**config.mk**
```make
export PLATFORM = sky130hd
export DESIGN_NAME = led_fade_pwm
export DESIGN_NICKNAME = d
export VERILOG_FILES = /design/src/rtl/led_fade_pwm.sv
export SDC_FILE = /design/constraint.sdc
export NUM_CORES = 1
export LEC_CHECK = 0
export CORE_UTILIZATION = 45
export CTS_BUF_LIST = sky130_fd_sc_hd__clkbuf_8 sky130_fd_sc_hd__clkbuf_16
export DETAILED_ROUTE_END_ITERATION = 6
export SLEW_MARGIN = 10
export SYNTH_ARGS = -nofsm -noshare
export SYNTH_HDL_FRONTEND = slang
export SYNTH_SLANG_ARGS = --single-unit
```
**constraint.sdc**
```tcl
create_clock -name clk -period 2.9 [get_ports clk]
set_clock_uncertainty 0.2 [all_clocks]
set_input_delay 0.725 -clock clk [delete_from_list [all_inputs] [get_ports clk]]
set_output_delay 0.725 -clock clk [all_outputs]
set_load 0.01 [all_outputs]
```
**src/rtl/led_fade_pwm.sv**
```systemverilog
// Per-LED brightness fader: linearly ramps an 8-bit level toward the GPIO on/off target
// and drives each pin with a 255-cycle PWM derived from that level.
module led_fade_pwm #(
  parameter int unsigned N_LED    = 8,
  parameter int unsigned STEP_DIV = 3906
) (
  input  logic             clk,
  input  logic             rst,
  input  logic [N_LED-1:0] gpio_in,
  output logic [N_LED-1:0] led_out,
  output logic             busy
);

  localparam int unsigned LVL_W = 8;
  localparam int unsigned PRE_W = 16;
  localparam int unsigned PWM_W = 8;

  localparam logic [LVL_W-1:0] LVL_MIN  = LVL_W'(0);
  localparam logic [LVL_W-1:0] LVL_MAX  = LVL_W'(255);
  localparam logic [PWM_W-1:0] PWM_LAST = PWM_W'(254);
  localparam logic [PRE_W-1:0] PRE_LAST = PRE_W'(STEP_DIV - 1);

  // Implicit per-channel fade state, derived each cycle from tgt and lvl
  localparam logic [1:0] ST_HOLD_OFF = 2'd0;
  localparam logic [1:0] ST_RISING   = 2'd1;
  localparam logic [1:0] ST_FALLING  = 2'd2;
  localparam logic [1:0] ST_HOLD_ON  = 2'd3;

  logic [N_LED-1:0] tgt;
  logic [LVL_W-1:0] lvl       [N_LED];
  logic [LVL_W-1:0] lvl_nxt_c [N_LED];
  logic [1:0]       chan_st_c [N_LED];
  logic [PRE_W-1:0] prescaler;
  logic [PWM_W-1:0] pwm_cnt;
  logic             step_tick_c;
  logic [N_LED-1:0] led_nxt_c;
  logic             busy_nxt_c;

  // Channel classification, next level, PWM compare and busy reduction
  always_comb begin
    step_tick_c = (prescaler == PRE_LAST);
    led_nxt_c   = '0;
    busy_nxt_c  = 1'b0;
    for (int i = 0; i < int'(N_LED); i++) begin
      chan_st_c[i] = ST_HOLD_OFF;
      lvl_nxt_c[i] = lvl[i];
      if (tgt[i]) begin
        chan_st_c[i] = (lvl[i] == LVL_MAX) ? ST_HOLD_ON : ST_RISING;
      end else begin
        chan_st_c[i] = (lvl[i] == LVL_MIN) ? ST_HOLD_OFF : ST_FALLING;
      end
      case (chan_st_c[i])
        ST_RISING:  lvl_nxt_c[i] = lvl[i] + LVL_W'(1);
        ST_FALLING: lvl_nxt_c[i] = lvl[i] - LVL_W'(1);
        default:    lvl_nxt_c[i] = lvl[i];
      endcase
      if ((chan_st_c[i] == ST_RISING) || (chan_st_c[i] == ST_FALLING)) begin
        busy_nxt_c = 1'b1;
      end
      led_nxt_c[i] = (pwm_cnt < lvl[i]);
    end
  end

  // All state; reset wins over any fade in progress
  always_ff @(posedge clk) begin
    if (rst) begin
      tgt       <= '0;
      prescaler <= '0;
      pwm_cnt   <= '0;
      led_out   <= '0;
      busy      <= 1'b0;
      for (int i = 0; i < int'(N_LED); i++) begin
        lvl[i] <= '0;
      end
    end else begin
      tgt       <= gpio_in;
      prescaler <= step_tick_c ? '0 : prescaler + PRE_W'(1);
      pwm_cnt   <= (pwm_cnt == PWM_LAST) ? '0 : pwm_cnt + PWM_W'(1);
      led_out   <= led_nxt_c;
      busy      <= busy_nxt_c;
      if (step_tick_c) begin
        for (int i = 0; i < int'(N_LED); i++) begin
          lvl[i] <= lvl_nxt_c[i];
        end
      end
    end
  end

endmodule

```
==> results of run 1 <==
[worst max-delay path: cells and delay by family (launching register included)]
family | cells | cell delay (ns)
adders and majority gates | 1 | 0.35
and+or+nand+nor | 4 | 1.08
DFF | 1 | 0.47
AOI/OAI and AO/OA | 3 | 0.53
[cell usage after synthesis (3+ instances only)]
cell type	n	area, um2
sky130_fd_sc_hd__o41ai_1	8	70.1
sky130_fd_sc_hd__a21oi_1	37	185
sky130_fd_sc_hd__nand3_1	33	165
sky130_fd_sc_hd__nand4_1	20	125
sky130_fd_sc_hd__nand2_1	50	188
sky130_fd_sc_hd__xor2_1	25	219
sky130_fd_sc_hd__fa_1	8	160
sky130_fd_sc_hd__dfxtp_1	41	821
sky130_fd_sc_hd__nand2b_1	12	75.1
sky130_fd_sc_hd__o211ai_1	10	75.1
sky130_fd_sc_hd__nor2_1	114	428
sky130_fd_sc_hd__and2_1	9	56.3
sky130_fd_sc_hd__nor3b_1	10	75.1
sky130_fd_sc_hd__buf_6	3	33.8
sky130_fd_sc_hd__o21ai_0	53	265
sky130_fd_sc_hd__clkbuf_1	7	26.3
sky130_fd_sc_hd__or3_1	3	18.8
sky130_fd_sc_hd__nor3_1	28	140
sky130_fd_sc_hd__ha_1	108	1350
sky130_fd_sc_hd__or4_1	4	30.0
sky130_fd_sc_hd__inv_1	93	349
sky130_fd_sc_hd__a21o_1	24	180
sky130_fd_sc_hd__xnor2_1	30	263
sky130_fd_sc_hd__nor4_1	17	106
sky130_fd_sc_hd__edfxtp_1	64	1920
sky130_fd_sc_hd__nor2b_1	24	150
[flip-flops by register name, summed over array words and instances (netlist names)]
name	flops
busy	1
prescaler	16
pwm_cnt	8
tgt	8
led_out	8
lvl	64
[layout make-up]
class	count	area share, %
multi-input cells	647	52.6
clock inverters	5	0.327
repair buffers	61	5.94
flip-flops and latches	105	31.2
inverters	93	3.97
well taps	220	3.13
clock buffers	11	2.87
[worst paths after layout]
check / slack [ns] / start / to
max reg2reg: 0.14 / lvl[1][25] / lvl[1][30]
max: 0.14 / lvl[1][25] / lvl[1][30]
min: 0.28 / prescaler[0] / prescaler[0]
min reg2reg: 0.28 / prescaler[0] / prescaler[0]
[power groups by stage]
stage	logic, mW	registers, mW	clock network [mW]
4_1_cts	0.897	1.75	1.22
2_1_floorplan	0.645	1.78	0
3_5_place_dp	0.889	1.79	0
5_1_grt	1.03	1.78	1.27
3_3_place_gp	0.886	1.78	0
6_report	0.906	1.77	1.18
[stage by stage]
| stage | hold slack [ns] | cells | instance area (um2) | worst slack [ns] | total power [mW] |
|---|---|---|---|---|---|
| global route | 0.314 | 1142 | 8800 | 0.00535 | 4.08 |
| global placement | 0.259 | 1126 | 8400 | 0.116 | 2.67 |
| finish | 0.278 | 1142 | 8800 | 0.144 | 3.85 |
| detailed placement | 0.267 | 1126 | 8400 | 0.0444 | 2.67 |
| CTS | 0.283 | 1142 | 8680 | 0.0239 | 3.87 |
| floorplan | 0.241 | 859 | 7680 | 0.197 | 2.43 |
[placed cells by master (no fill, tap or decap), types with 3 or more instances in the layout]
cell / count
sky130_fd_sc_hd__a21o_1: 24
sky130_fd_sc_hd__a21oi_1: 34
sky130_fd_sc_hd__a21oi_2: 3
sky130_fd_sc_hd__and2_1: 9
sky130_fd_sc_hd__buf_4: 41
sky130_fd_sc_hd__clkbuf_16: 9
sky130_fd_sc_hd__clkdlybuf4s50_1: 17
sky130_fd_sc_hd__dfxtp_1: 41
sky130_fd_sc_hd__edfxtp_1: 64
sky130_fd_sc_hd__fa_1: 8
sky130_fd_sc_hd__ha_1: 108
sky130_fd_sc_hd__inv_1: 94
sky130_fd_sc_hd__nand2_1: 50
sky130_fd_sc_hd__nand2b_1: 12
sky130_fd_sc_hd__nand3_1: 33
sky130_fd_sc_hd__nand4_1: 20
sky130_fd_sc_hd__nor2_1: 114
sky130_fd_sc_hd__nor2b_1: 24
sky130_fd_sc_hd__nor3_1: 28
sky130_fd_sc_hd__nor3b_1: 10
sky130_fd_sc_hd__nor4_1: 7
sky130_fd_sc_hd__nor4_2: 9
sky130_fd_sc_hd__nor4_4: 3
sky130_fd_sc_hd__o211ai_1: 10
sky130_fd_sc_hd__o21ai_0: 50
sky130_fd_sc_hd__o21ai_1: 3
sky130_fd_sc_hd__o41ai_1: 4
sky130_fd_sc_hd__o41ai_2: 4
sky130_fd_sc_hd__or3_1: 3
sky130_fd_sc_hd__or4_1: 4
sky130_fd_sc_hd__xnor2_1: 30
sky130_fd_sc_hd__xor2_1: 25
[layer usage]
metal  track usage, %  vias up  part of all wire, %
li1                 -     3146                    -
met1             25.0     2709                   49
met2             32.1       57                   48
met3             3.22        7                  2.8
met4             4.41        0                 0.68
met5                0        -                    0
[logic make-up (layout without fill, tap and decap cells)]
kind of cell    count (synthesis)  after routing  share of synthesized area (%)
compound gates                142            142                           11.1
xor+xnor                       55             55                           6.27
fa+ha+maj                     116            116                           19.7
buf+inv                       107            170                           5.60
flops                         105            105                           35.7
simple gates                  334            334                           21.7
[repair_timing]
item,CTS,global route
setup endpoints to repair,0,14
hold buffers,0,0
gates resized for setup,0,22
==> reports/qor.tcl, run 1 <==
set qor(run_status) {finished clean}
set qor(die_w_um) 133
set qor(max_slew_margin_pct) 52.8
set qor(tritoncts_clock_tree) {yes}
set qor(hold_class) {flip-flop to flip-flop}
set qor(timing.setup.tns_ns) 0
set qor(post_route_cells_drive_above_1_share_pct) 8.79
set qor(cts_inserted_buffers) 9
set qor(postRouteAntennaNets) 0
set qor(synth.yosys.warnings) 0
set qor(global_route_wire_length_before_repair_um) 26700
set qor(max_cap_violations) 0
set qor(avg_synthesized_cell_area_um2) 8.94
set qor(area_of_the_mapped_netlist_um2) 7680
set qor(synth_fp_nets) 985
set qor(p_comb_share_pct) 23.5
set qor(timing.critical_path.fanout_max) 6
set qor(number_of_cell_instances_on_the_worst_register_to_register_path) 8
set qor(post_cts.repair.setup_buffers) 0
set qor(critical_path.startpoint_type) {flip-flop}
set qor(min_delay_path_depth) 1
set qor(groute.usage.overall_pct) 18.9
set qor(crit_path_max_incr_delay_ns) 0.49
set qor(portBuffers) 18
set qor(final_core_util_pct) 52.9
set qor(ys_ff_latch) 105
set qor(timing.critical_path.cells) {nor4_4, a21oi_2, ha_1, nor2b_1, o21ai_0, a21boi_0, or4_1, nand3_1}
set qor(nNetsFinal) 1043
set qor(path_class) {flip-flop to flip-flop}
set qor(cts.sinks) 105
set qor(io-pin-count) 19
set qor(dp.final_hpwl_um) 11600
set qor(area.sequential_um2) 2740
set qor(ir_drop_worst_case_vdd_mv) 0.356
set qor(netSwitchingFraction_pct) 28.9
set qor(first_global_vias) 5585
set qor(netSwitchingPower_mw) 1.11
set qor(cp-end-kind) {flip-flop}
set qor(insertedDiodeCount) 0
set qor(cellLeakagePower_nw) 3.78
set qor(drt-wirelength-per-cell_um) 13.8
set qor(internal_power_mw) 2.73
set qor(synth_edf_count) 64
set qor(power_frac_seq_pct) 45.9
set qor(clkLatencyLatePin_ns) 0.35
set qor(drt_pass_1_iters) 4
set qor(power_per_cell_area_nw_per_um2) 437
set qor(postSynth.asyncResetShare_pct) 0
set qor(final.period_utilization_pct) 95.0
set qor(clockRootBuffer) {sky130_fd_sc_hd__clkbuf_16}
set qor(routed_wirelength_um) 15800
set qor(maxSlewViolCount) 0
set qor(gpl.final_weighted_congestion) 0.761
set qor(fmax_mhz) 363
set qor(tightest_slew_ns) 0.708
set qor(die_h_um) 133
set qor(synth_seq_area_share_pct) 35.7
set qor(dr_total_vias) 5919
set qor(multiInputGateArea_um2) 4630
set qor(cts.clk_slew.worst_paths_ns) 0.07
set qor(core.rowCount) 47
set qor(antenna_found_initial) 0
set qor(cts-htree-levels) 3
set qor(grt_overflow) 0
set qor(timing_hold_violations_final) 0
set qor(worstPathRequired_ns) 2.92
set qor(buffers_from_clock_root_to_sink_at_most) 2
set qor(grt_max_degree) 29
set qor(effective_utilization_at_floorplan_pct) 46.2
set qor(synthFlopType) {sky130_fd_sc_hd__edfxtp_1}
set qor(synth_cell_type_count) 43
set qor(rsz0062_at_grt) {false}
set qor(drcViolationCount) 0
set qor(power.clock.fraction_pct) 30.6
set qor(die_area_um2) 17600
set qor(detailedRoute.firstIterationViolations) 195
set qor(final.min_clock_period_ns) 2.76
set qor(area_growth_pct) 14.6
set qor(avgViaCountPerCell) 5.18
set qor(core_region_area_um2) 16600
set qor(setup_viol_count_final) 0
set qor(filler_cell_count) 1540
set qor(wp_data_arrival_ns) 2.78
set qor(synthesis.instances) 859
set qor(critical_path.slowest_cell) {sky130_fd_sc_hd__or4_1}
No activity file was read; power rests on OpenSTA's default activity.
==> run 2: changes to the inputs <==
Settings changed: REMOVE_ABC_BUFFERS from default to 1.
==> run 2 against run 1 <==
Net effect: total power grew 2.4%; highest routed layer unchanged; critical path depth grew 1; count of clock-buffer cells in the layout shrank 2; first-iteration DRC count grew 6.2%; register-to-register slack is essentially flat; largest cell class unchanged.
==> reports/qor.tcl, run 2 (synthesis results as in run 1) <==
set qor(run_status) {finished clean}
set qor(groute.layer.met2.usage_pct) 32.3
set qor(final_core_util_pct) 53.4
set qor(wp_data_arrival_ns) 2.66
set qor(worstPathRequired_ns) 2.81
set qor(stdcell_count) 1151
set qor(core.rowCount) 47
set qor(fin_hold_ws_ns) 0.283
set qor(timing.critical_path.fanout_max) 7
set qor(clockRootBuffer) {sky130_fd_sc_hd__clkbuf_16}
set qor(max_slew_margin_pct) 52.2
set qor(area_growth_pct) 15.6
set qor(top_register) {lvl}
set qor(routed_wirelength_um) 16100
set qor(clkLatencyLatePin_ns) 0.36
set qor(die_area_um2) 17600
set qor(critical_path.slowest_cell) {sky130_fd_sc_hd__edfxtp_1}
set qor(cellLeakagePower_nw) 3.82
set qor(drcViolationCount) 0
set qor(hold_class) {flip-flop to flip-flop}
set qor(die_h_um) 133
set qor(die_w_um) 133
set qor(number_of_cell_instances_on_the_worst_register_to_register_path) 9
set qor(postRouteAntennaNets) 0
set qor(post_route_cells_drive_above_1_share_pct) 10.2
set qor(critical_path.startpoint_type) {flip-flop}
set qor(internal_power_mw) 2.73
set qor(cts_inserted_buffers) 9
set qor(power_frac_seq_pct) 44.6
set qor(grt_overflow) 0
set qor(groute.usage.overall_pct) 19.4
set qor(insertedDiodeCount) 0
set qor(min_delay_path_depth) 1
set qor(final.period_utilization_pct) 94.7
set qor(dp_slack_ns) 0.0628
set qor(portBuffers) 18
set qor(worstReg2RegEnd) {lvl[0][31]}
set qor(core_region_area_um2) 16600
set qor(place.detailed.instances) 1131
set qor(ir_drop_worst_case_vdd_mv) 0.268
set qor(timing.critical_path.cells) {nor4_2, a21o_1, inv_1, ha_1, a21oi_1, o211ai_1, o41ai_2, xnor2_1, nor2_1}
set qor(avgViaCountPerCell) 5.23
set qor(rr_startpoint) {lvl[0][28]}
set qor(design_area_um2) 8880
set qor(global_route_wire_length_before_repair_um) 27200
set qor(power_per_cell_area_nw_per_um2) 443
set qor(tightest_slew_ns) 0.716
set qor(setup_viol_count_final) 0
set qor(io-pin-count) 19
set qor(crit_path_max_incr_delay_ns) 0.43
set qor(cts_hold_buffers) 0
set qor(fmax_mhz) 364
set qor(final_common_cell) {sky130_fd_sc_hd__nor2_1}
set qor(nNetsFinal) 1052
set qor(drt_pass_1_iters) 5
set qor(detailedRoute.firstIterationViolations) 207
set qor(regToRegSetupSlack_ns) 0.15
set qor(timing_hold_violations_final) 0
set qor(cts.clk_slew.worst_paths_ns) 0.08
set qor(dp.final_hpwl_um) 11800
set qor(buffers_from_clock_root_to_sink_at_most) 2
set qor(netSwitchingPower_mw) 1.21
set qor(cts.sinks) 105
set qor(drt-wirelength-per-cell_um) 13.9
set qor(netSwitchingFraction_pct) 30.7
set qor(antenna_found_initial) 0
set qor(tritoncts_clock_tree) {yes}
set qor(detailed_place.area_um2) 8410
set qor(largestRegisters) {lvl (64), prescaler (16)}
set qor(cts-htree-levels) 3
set qor(hold_path.startpoint) {prescaler[0]}
set qor(largest_register_ffs) 64
set qor(dr_total_vias) 6016
set qor(setup_ws_ns) 0.154
set qor(grt_max_degree) 31
set qor(use_met1_pct) 25.4
set qor(hold_path_end) {prescaler[0]}
set qor(first_global_vias) 5842
set qor(effective_utilization_at_floorplan_pct) 46.2
set qor(max_cap_violations) 0
set qor(maxSlewViolCount) 0
set qor(cp-end-kind) {flip-flop}
set qor(power.clock.fraction_pct) 31.7
set qor(p_comb_share_pct) 23.7
set qor(grt.met3_usage_pct) 4.64
set qor(grt.busiest_layer) {met2}
set qor(gpl.final_weighted_congestion) 0.814
set qor(mostFrequentLayoutCells) {sky130_fd_sc_hd__nor2_1, sky130_fd_sc_hd__ha_1, sky130_fd_sc_hd__inv_1}
set qor(path_class) {flip-flop to flip-flop}
set qor(final.min_clock_period_ns) 2.75
set qor(filler_cell_count) 1553
==> run 2: cell types whose count changed in the layout (fill, tap and decap cells not counted), sizes merged <==
cell	before	now
buf	44	53
clkbuf	11	9
clkinv	1	4
clkinvlp	1	0
==> run 2: how the worst max path moves through the flow <==
stage                from    endpoint  slack [ns]  cells after the start
3_3_place_gp   lvl[0][12]  lvl[0][15]        0.09                      8
4_1_cts        lvl[1][25]  lvl[1][30]        0.03                      8
6_report       lvl[0][28]  lvl[0][31]        0.15                      9
5_1_grt        lvl[0][28]  lvl[0][31]       -0.02                      9
2_1_floorplan  lvl[1][16]  lvl[1][22]        0.20                      8
3_5_place_dp   lvl[1][25]  lvl[1][30]        0.06                      8
==> run 2: routing by layer <==
metal,up-vias,part of all wire [%]
met2,54,46
met1,2780,50
li1,3169,-
met5,-,0
met3,13,2.8
met4,0,1.2
==> run 2: layout make-up <==
cell class / instances / area [um2] / share of cell area (%)
Sequential cell: 105 / 2740 / 30.9
Clock inverter: 7 / 71.3 / 0.803
Tap cell: 220 / 275 / 3.10
Timing Repair Buffer: 70 / 566 / 6.37
Clock buffer: 9 / 225 / 2.54
Multi-Input combinational cell: 647 / 4650 / 52.4
Inverter: 93 / 349 / 3.93
==> run 2: power by group through the flow <==
stage | Clock [mW] | Combinational (mW) | Sequential [mW]
final | 1.25 | 0.933 | 1.76
after global routing | 1.33 | 1.07 | 1.77
after CTS | 1.29 | 0.918 | 1.75
after detailed placement | 0 | 0.909 | 1.78
after global placement | 0 | 0.900 | 1.78
after floorplan | 0 | 0.635 | 1.78
==> run 2: critical path, delay by kind of cell, from the launching register on <==
family | cells | cell delay (ns)
AO/OA/AOI/OAI | 4 | 0.89
XOR/XNOR | 1 | 0.16
adder cells (fa/ha/maj) | 1 | 0.30
buffers and inverters | 1 | 0.16
flip-flops | 1 | 0.43
AND/OR/NAND/NOR | 2 | 0.36
==> run 2: through the flow <==
step / setup TNS, ns / total power, mW
floorplan: 0 / 2.42
global placement: 0 / 2.68
detailed placement: 0 / 2.69
CTS: 0 / 3.95
global route: -0.0219 / 4.17
finish: 0 / 3.94
==> run 2: what timing repair did <==
action	4_1_cts	5_1_grt
resized for setup	0	25
setup endpoints to repair	0	13
setup buffers	0	4
